## config.mk

```make
export PLATFORM = sky130hd
export DESIGN_NAME = bus_arb8
export DESIGN_NICKNAME = d
export VERILOG_FILES = /design/src/rtl/bus_arb_pkg.sv /design/src/rtl/rr_pick8.sv /design/src/rtl/bus_arb8.sv
export SDC_FILE = /design/constraint.sdc
export NUM_CORES = 1
export LEC_CHECK = 0
export CAP_MARGIN = 20
export CORE_ASPECT_RATIO = 0.5
export CORE_UTILIZATION = 44
export DETAILED_ROUTE_END_ITERATION = 12
export GPL_TIMING_DRIVEN = 0
export PLACE_DENSITY = 0.89
export SYNTH_ARGS = -nofsm -noshare
export SYNTH_HDL_FRONTEND = slang
export SYNTH_SLANG_ARGS = --single-unit
export TNS_END_PERCENT = 10
```

## constraint.sdc

```tcl
create_clock -name clk -period 9.8 [get_ports clk]
set_input_delay 2.94 -clock clk [delete_from_list [all_inputs] [get_ports clk]]
set_output_delay 2.94 -clock clk [all_outputs]
set_load 0.01 [all_outputs]
```

## src/rtl/bus_arb_pkg.sv

```systemverilog
// Shared constants and state encoding for the bus_arb8 round-robin arbiter.
package bus_arb_pkg;

    localparam int unsigned ARB_NREQ      = 8;
    localparam int unsigned ARB_MAX_BURST = 16;

    typedef enum logic [1:0] {
        ST_IDLE = 2'd0,
        ST_SEND = 2'd1,
        ST_ACK  = 2'd2
    } arb_state_e;

endpackage

```

## src/rtl/rr_pick8.sv

```systemverilog
// Combinational rotating-priority picker: first set request at or after ptr, modulo 8.
module rr_pick8
    import bus_arb_pkg::*;
(
    input  logic [ARB_NREQ-1:0] req,
    input  logic [2:0]          ptr,
    output logic [2:0]          winner,
    output logic                any_req
);

    logic [2:0] idx;

    // Scan from the farthest offset down so the nearest request to ptr is assigned last.
    always_comb begin
        winner  = ptr;
        any_req = 1'b0;
        idx     = ptr;
        for (int i = 7; i >= 0; i--) begin
            idx = ptr + 3'(i);
            if (req[idx]) begin
                winner  = idx;
                any_req = 1'b1;
            end
        end
    end

endmodule

```

## src/rtl/bus_arb8.sv

```systemverilog
// 8:1 round-robin arbiter with registered word output and valid/ready handoff.
// Optional burst lock enabled by defining ARB_LOCK_EN.
module bus_arb8
    import bus_arb_pkg::*;
#(
    parameter int unsigned WIDTH = 32,
    parameter int unsigned NREQ  = 8
) (
    input  logic                  clk,
    input  logic                  rst_n,
    input  logic [NREQ-1:0]       req,
    input  logic [NREQ*WIDTH-1:0] data_i,
`ifdef ARB_LOCK_EN
    input  logic [NREQ-1:0]       lock,
`endif
    output logic [2:0]            sel,
    output logic [NREQ-1:0]       ack,
    output logic [WIDTH-1:0]      out_data,
    output logic                  out_valid,
    input  logic                  out_ready,
    output logic                  busy
);

    arb_state_e        state_q, state_d;
    logic [2:0]        ptr_q, ptr_d;
    logic [2:0]        sel_q, sel_d;
    logic [NREQ-1:0]   ack_q, ack_d;
    logic [WIDTH-1:0]  data_q, data_d;
    logic              valid_q, valid_d;
    logic              busy_q;

    logic [NREQ-1:0]   eff_req;
    logic [2:0]        rr_win;
    logic              rr_any;
    logic [2:0]        pick_sel;
    logic              pick_any;
    logic [WIDTH-1:0]  word;

`ifdef ARB_LOCK_EN
    logic              hold_q, hold_d;
    logic [4:0]        cnt_q, cnt_d;
    logic              lock_win;
`endif

    // The requester acked this cycle is masked so it cannot win twice on one request.
    assign eff_req = req & ~ack_q;

    rr_pick8 u_pick (
        .req     (eff_req),
        .ptr     (ptr_q),
        .winner  (rr_win),
        .any_req (rr_any)
    );

    always_comb begin
        pick_sel = rr_win;
        pick_any = rr_any;
`ifdef ARB_LOCK_EN
        lock_win = hold_q && req[sel_q];
        if (lock_win) begin
            pick_sel = sel_q;
            pick_any = 1'b1;
        end
`endif
    end

    always_comb begin
        word = '0;
        case (pick_sel)
            3'd0: word = data_i[0*WIDTH +: WIDTH];
            3'd1: word = data_i[1*WIDTH +: WIDTH];
            3'd2: word = data_i[2*WIDTH +: WIDTH];
            3'd3: word = data_i[3*WIDTH +: WIDTH];
            3'd4: word = data_i[4*WIDTH +: WIDTH];
            3'd5: word = data_i[5*WIDTH +: WIDTH];
            3'd6: word = data_i[6*WIDTH +: WIDTH];
            3'd7: word = data_i[7*WIDTH +: WIDTH];
            default: word = '0;
        endcase
    end

    always_comb begin
        state_d = state_q;
        ptr_d   = ptr_q;
        sel_d   = sel_q;
        ack_d   = '0;
        data_d  = data_q;
        valid_d = valid_q;
`ifdef ARB_LOCK_EN
        hold_d  = hold_q;
        cnt_d   = cnt_q;
`endif
        case (state_q)
            ST_IDLE, ST_ACK: begin
`ifdef ARB_LOCK_EN
                hold_d = 1'b0;
                if (!lock_win) begin
                    cnt_d = '0;
                end
`endif
                if (pick_any) begin
                    sel_d   = pick_sel;
                    data_d  = word;
                    valid_d = 1'b1;
                    state_d = ST_SEND;
                end else begin
                    state_d = ST_IDLE;
                end
            end
            ST_SEND: begin
                if (out_ready) begin
                    valid_d       = 1'b0;
                    ack_d[sel_q]  = 1'b1;
                    state_d       = ST_ACK;
`ifdef ARB_LOCK_EN
                    // cnt counts words already taken in this burst; ptr freezes while held.
                    if (lock[sel_q] && ((cnt_q + 5'd1) < 5'(ARB_MAX_BURST))) begin
                        hold_d = 1'b1;
                        cnt_d  = cnt_q + 5'd1;
                    end else begin
                        hold_d = 1'b0;
                        cnt_d  = '0;
                        ptr_d  = sel_q + 3'd1;
                    end
`else
                    ptr_d = sel_q + 3'd1;
`endif
                end
            end
            default: state_d = ST_IDLE;
        endcase
    end

    always_ff @(posedge clk or negedge rst_n) begin
        if (!rst_n) begin
            state_q <= ST_IDLE;
            ptr_q   <= '0;
            sel_q   <= '0;
            ack_q   <= '0;
            data_q  <= '0;
            valid_q <= 1'b0;
            busy_q  <= 1'b0;
`ifdef ARB_LOCK_EN
            hold_q  <= 1'b0;
            cnt_q   <= '0;
`endif
        end else begin
            state_q <= state_d;
            ptr_q   <= ptr_d;
            sel_q   <= sel_d;
            ack_q   <= ack_d;
            data_q  <= data_d;
            valid_q <= valid_d;
            busy_q  <= (state_d != ST_IDLE);
`ifdef ARB_LOCK_EN
            hold_q  <= hold_d;
            cnt_q   <= cnt_d;
`endif
        end
    end

    assign sel       = sel_q;
    assign ack       = ack_q;
    assign out_data  = data_q;
    assign out_valid = valid_q;
    assign busy      = busy_q;

endmodule

```

-- After elaboration in Yosys (flattened, before gate mapping)
Index checks and enable logic that the tools add are counted.
Widths: inputs -> output; s select.
- $add $sub $neg: 8
- $lt $le $gt $ge: 10
- eq/ne operators: 11
- multiplexer cells: 43
- bitwise operators: 2
- reduce and logical (&&, ||, !) cells: 9
- operators with widths (kind ; count):
    $pmux 32 s8 ; 1
    $lt 3x4->1 const B ; 9
    $bmux 1 s3 ; 8
    $mux 3 ; 8
    $mux 1 ; 20
    $mux 8 ; 2
    $add 3x3->3 const B ; 4
    $eq 3x3->1 const B ; 4
    $and 8x8->8 ; 1
    $not 8->8 ; 1
    $add 3x1->3 const B ; 2
    $add 3x2->3 const B ; 2
    $eq 3x2->1 const B ; 2
    $ne 2x2->1 const B ; 2
    $pmux 2 s2 ; 1
    $reduce_and 2->1 ; 2
    $reduce_bool 2->1 ; 2
    $demux 1 s3 ; 1
    $eq 3x1->1 const B ; 1
    $ge 3x1->1 const B ; 1
    $logic_not 3->1 ; 1
    $reduce_and 3->1 ; 1
    $eq 2x1->1 const B ; 1
    $eq 2x2->1 const B ; 1
    other kinds (5) ; 5
- flip-flop bits (word level): 50
- input bits: 267
- output and inout bits: 45
- word-level logic and storage cells: 90

-- Longest topological paths before layout
- word-level depth: 15
- depth in mapped cells: 16
- gate-level depth less buffers: 11

-- Hierarchy
From an unflattened synthesis, not the netlist that was laid out.
- cell total of the unflattened synthesis: 530
- area total of the unflattened synthesis: 4810.9 µm²
- modules (own cells, without submodules) (module ; times used ; cells an instance ; area each (µm²)):
    bus_arb8 ; 1 ; 428 ; 3920.0
    rr_pick8 ; 1 ; 102 ; 890.9

-- Worst setup path after synthesis
Ideal clock, no wire load.
- path type: input to register
- start point: input req[0]
- end point: register data_q[0], in the netlist out_data[0]
- library setup time: 0.124 ns
- arrival time: 5.713 ns
- setup slack: 3.963 ns
- stages on the path: 11
- path buffers: 2
- path through: nand2b_1 mux4_2 mux2_2 o211a_1 or4_4 buf_6 o21a_4 buf_6 and3_1 o32a_1 o31a_1
- word-level cells in the longest chain between the ends: 13
- ends and longest elaborated chain (item ; line ; RTL):
    start: declaration ; bus_arb8.sv:11 ; input logic [NREQ-1:0] req,
    $and 8x8->8 * ; bus_arb8.sv:46 ; assign eff_req = req & ~ack_q;
    $bmux 1 s3 ; rr_pick8.sv:20 ; if (req[idx]) begin
    $mux 1 (not written as such) ; rr_pick8.sv:20 ;
    $mux 3 (8 in series) ; rr_pick8.sv:20 ;
    $eq 3x3->1 (tied with other cells) ; bus_arb8.sv:69 ; case (pick_sel)
    $pmux 32 s8 ; bus_arb8.sv:69 ;
    end signal: assignment ; bus_arb8.sv:152 ; data_q <= data_d;
    end: declaration ; bus_arb8.sv:28 ; logic [WIDTH-1:0] data_q, data_d;
Every way passes the cells marked *; elsewhere a longest branch is shown, timed or not. The select of a mux whose other input is x is not followed.
A chain may end at the register's enable or synchronous reset.

-- Worst setup path after layout
- start point: input req[1]
- end point: register data_q[14], in the netlist out_data[14]
Same word-level chain as after synthesis.

==> results.json <==
{
  "status": "complete, no violations",
  "worst_path_largest_cell_delay_ns": 0.56,
  "cts_sinks": 50,
  "grt_max_degree": 30,
  "worstPathMaxFanout": 10,
  "fill_cells": 982,
  "seq_area_frac_synth_pct": 21.7,
  "vias": 8063,
  "start_util_pct": 45.4,
  "grt_overflow": 0,
  "fin_tns_setup_ns": 0,
  "min_path_type": "register to register",
  "boundaryPins": 312,
  "drv_cap": 0,
  "worstPathArrival_ns": 6.92,
  "htreeDepth": 2,
  "fmax_ghz": 0.149,
  "antennaDiodeCount": 0,
  "nets": 1331,
  "wl_per_cell_um": 22.9,
  "cts_buffer_depth": 2,
  "dr.pass1.iters": 5,
  "cts_inserted_buffers": 5,
  "avgSynthCellArea_um2": 7.78,
  "cts_root_buf": "clkbuf_16",
  "place.port_buffers": 311,
  "drc": 0,
  "ys.flop_type": "dfrtp_1",
  "core-area_mm2": 0.0127,
  "ant_nets": 0,
  "maxSlewHeadroom_pct": 33.0,
  "gp_congestion": 1.07,
  "crit_chain": "clkdlybuf4s50_1, nand2b_1, mux4_2, mux2_2, o211a_1, or4_4, buf_6, o21ai_4, buf_2, o2111ai_2, clkbuf_1, o22a_1, o31a_1",
  "synth.largest_area_cell": "dfrtp_1",
  "clkTransAtPathRegs_ns": 0.08,
  "viasPerCell": 6.55,
  "fin_crit_ns": 6.73,
  "synth_warnings": 0,
  "syn_to_final_growth_pct": 61.0,
  "syn-cell-area_mm2": 0.00576,
  "cp_top_family": "buffers and inverters",
  "synthesis.nets": 1011,
  "cts_setup_buffers": 0,
  "hpwlAfterDp_um": 22600,
  "num_rows": 29,
  "die_area_mm2": 0.0136,
  "drt-initial-drc-count": 978,
  "path_class": "input port to register",
  "grt_pass1_vias": 7622,
  "cts-resized-gates": 0,
  "synth_edf_count": 0,
  "synth_commonest_cells": "clkbuf_1 (52), inv_1 (52), dfrtp_1 (50)",
  "hold_buffers": 0,
  "crit_path_end_kind": "register",
  "cts_tree": "built",
  "skew_ns": 0.0165,
  "layout_worst_path_cycle_share_pct": 68.7,
  "path_buf_inv": 4,
  "synth_top_cell_area_share_pct": 21.7,
  "async_reset_ff_share_pct": 100,
  "netlist-cell-type-count": 72,
  "layout-drive-gt1-share_pct": 7.45,
  "worstSkewPairLatency_ns": 0.30,
  "ys_top_cells_by_area": "dfrtp_1 (22%), o31a_1 (4.7%), mux4_2 (3.9%)",
  "worstPathRequired_ns": 9.99,
  "cp_slowest_cell": "mux4_2",
  "cp-start-kind": "input port",
  "drt-total-wl_um": 28100,
  "synth-seq-cells": 50,
  "die_x_um": 164,
  "rsz0062_at_grt": "no",
  "finalMaxSlewViolations": 0,
  "finalSetupViolations": 0,
  "grt_pass1_wl_um": 42300,
  "synthCells": 741,
  "fp.dieH_um": 82.9,
  "finalHoldViolations": 0,
  "worstMarginPinSlew_ns": 1.01,
  "antenna_found_initial": 0,
  "track_usage_pct": 40.7
}
## placed cells by master (no fill, tap or decap), types with 4 or more instances in the layout
master / Yosys / layout
a211oi_1: 24 / 24
a21oi_1: 15 / 15
a22oi_1: 24 / 24
a311o_1: 8 / 8
a31o_2: 9 / 9
a31oi_1: 26 / 26
and2_1: 9 / 9
and3_1: 20 / 20
buf_2: 24 / 25
buf_4: 4 / 4
clkbuf_1: 52 / 52
clkbuf_16: 0 / 5
clkdlybuf4s50_1: 0 / 310
dfrtp_1: 50 / 50
inv_1: 52 / 52
mux2i_1: 10 / 10
mux4_2: 10 / 10
nand2_1: 28 / 28
nand2b_1: 11 / 11
nand3_1: 26 / 26
nor2_1: 14 / 14
nor2b_1: 9 / 9
nor3_1: 28 / 28
nor4_1: 26 / 26
o211ai_1: 27 / 27
o21a_1: 4 / 4
o21ai_0: 42 / 42
o21ai_1: 15 / 15
o22a_1: 9 / 9
o22ai_1: 36 / 36
o31a_1: 31 / 31
o32a_1: 8 / 8
o32ai_1: 23 / 23
## flip-flops by register name (all words and copies together), names as in the netlist
name       cells
ack            8
busy           1
out_data      32
out_valid      1
ptr_q          3
sel            3
state_q        2
## cell families (layout without fill, tap and decap cells)
family                   Yosys count  in the layout  synth area share (%)
multiplexers                      23             23                  6.23
AND/OR/NAND/NOR                  195            195                  18.9
AO/OA/AOI/OAI                    326            326                  41.5
adder cells (fa/ha/maj)            3              3                 0.652
buffers and inverters            139            459                  10.2
flip-flops                        50             50                  21.7
XOR/XNOR                           5              5                 0.760
## per-stage QoR
stage	util [%]	cell area (µm²)	instances	setup WS, ns	hold slack [ns]
6_report	73.1	9280	1231	3.07	0.517
5_1_grt	73.1	9280	1231	2.90	0.566
4_1_cts	73.0	9270	1230	3.18	0.520
3_5_place_dp	71.7	9100	1223	2.87	0.505
3_3_place_gp	71.6	9090	1222	2.90	0.488
2_1_floorplan	-	5760	741	3.96	0.493
## path summary, 6_finish.rpt
path | startpoint | slack (ns) | to | depth (start not counted)
setup / recovery | req[1] | 3.07 | out_data[14] | 13
hold / removal | out_valid | 0.52 | out_valid | 2
setup reg to reg | ptr_q[1] | 4.84 | out_data[12] | 14
hold reg to reg | out_valid | 0.52 | out_valid | 2
max in group asynchronous | rst_n | 6.58 | ptr_q[2] | 2
min in group asynchronous | rst_n | 2.64 | out_data[10] | 1
## worst reg2reg max path, stage by stage, from the launching register on
cell and delay (ns):
dfrtp_1 0.36, clkbuf_1 0.32, inv_1 0.25, ha_1 0.35, clkbuf_1 0.40, mux4_2 0.46
a2bb2oi_1 0.29, nand4_1 0.24, o21a_1 0.40, nand2_1 0.31, buf_2 0.34, clkbuf_1 0.44
nor4_1 0.11, o21ai_0 0.42, a31oi_1 0.15
## metal layers
layer / part of all wire, % / GRT usage (%)
met1: 40 / 52.5
met2: 44 / 62.8
met3: 12 / 14.4
met4: 4.3 / 14.1
met5: 0 / 0
## area by class of cell
| class | instances | area, µm² | area share [%] |
|---|---|---|---|
| tap | 170 | 213 | 2.29 |
| inverter | 53 | 199 | 2.14 |
| clock buffer | 6 | 139 | 1.50 |
| buffer | 86 | 390 | 4.21 |
| multi-input combinational | 552 | 3920 | 42.3 |
| timing repair buffer | 313 | 3140 | 33.8 |
| clock inverter | 1 | 30.0 | 0.324 |
| sequential | 50 | 1250 | 13.5 |
Power is left out: the tool's default activity adds up to more than one toggle a clock period on the data nets, which glitch-free logic cannot reach.
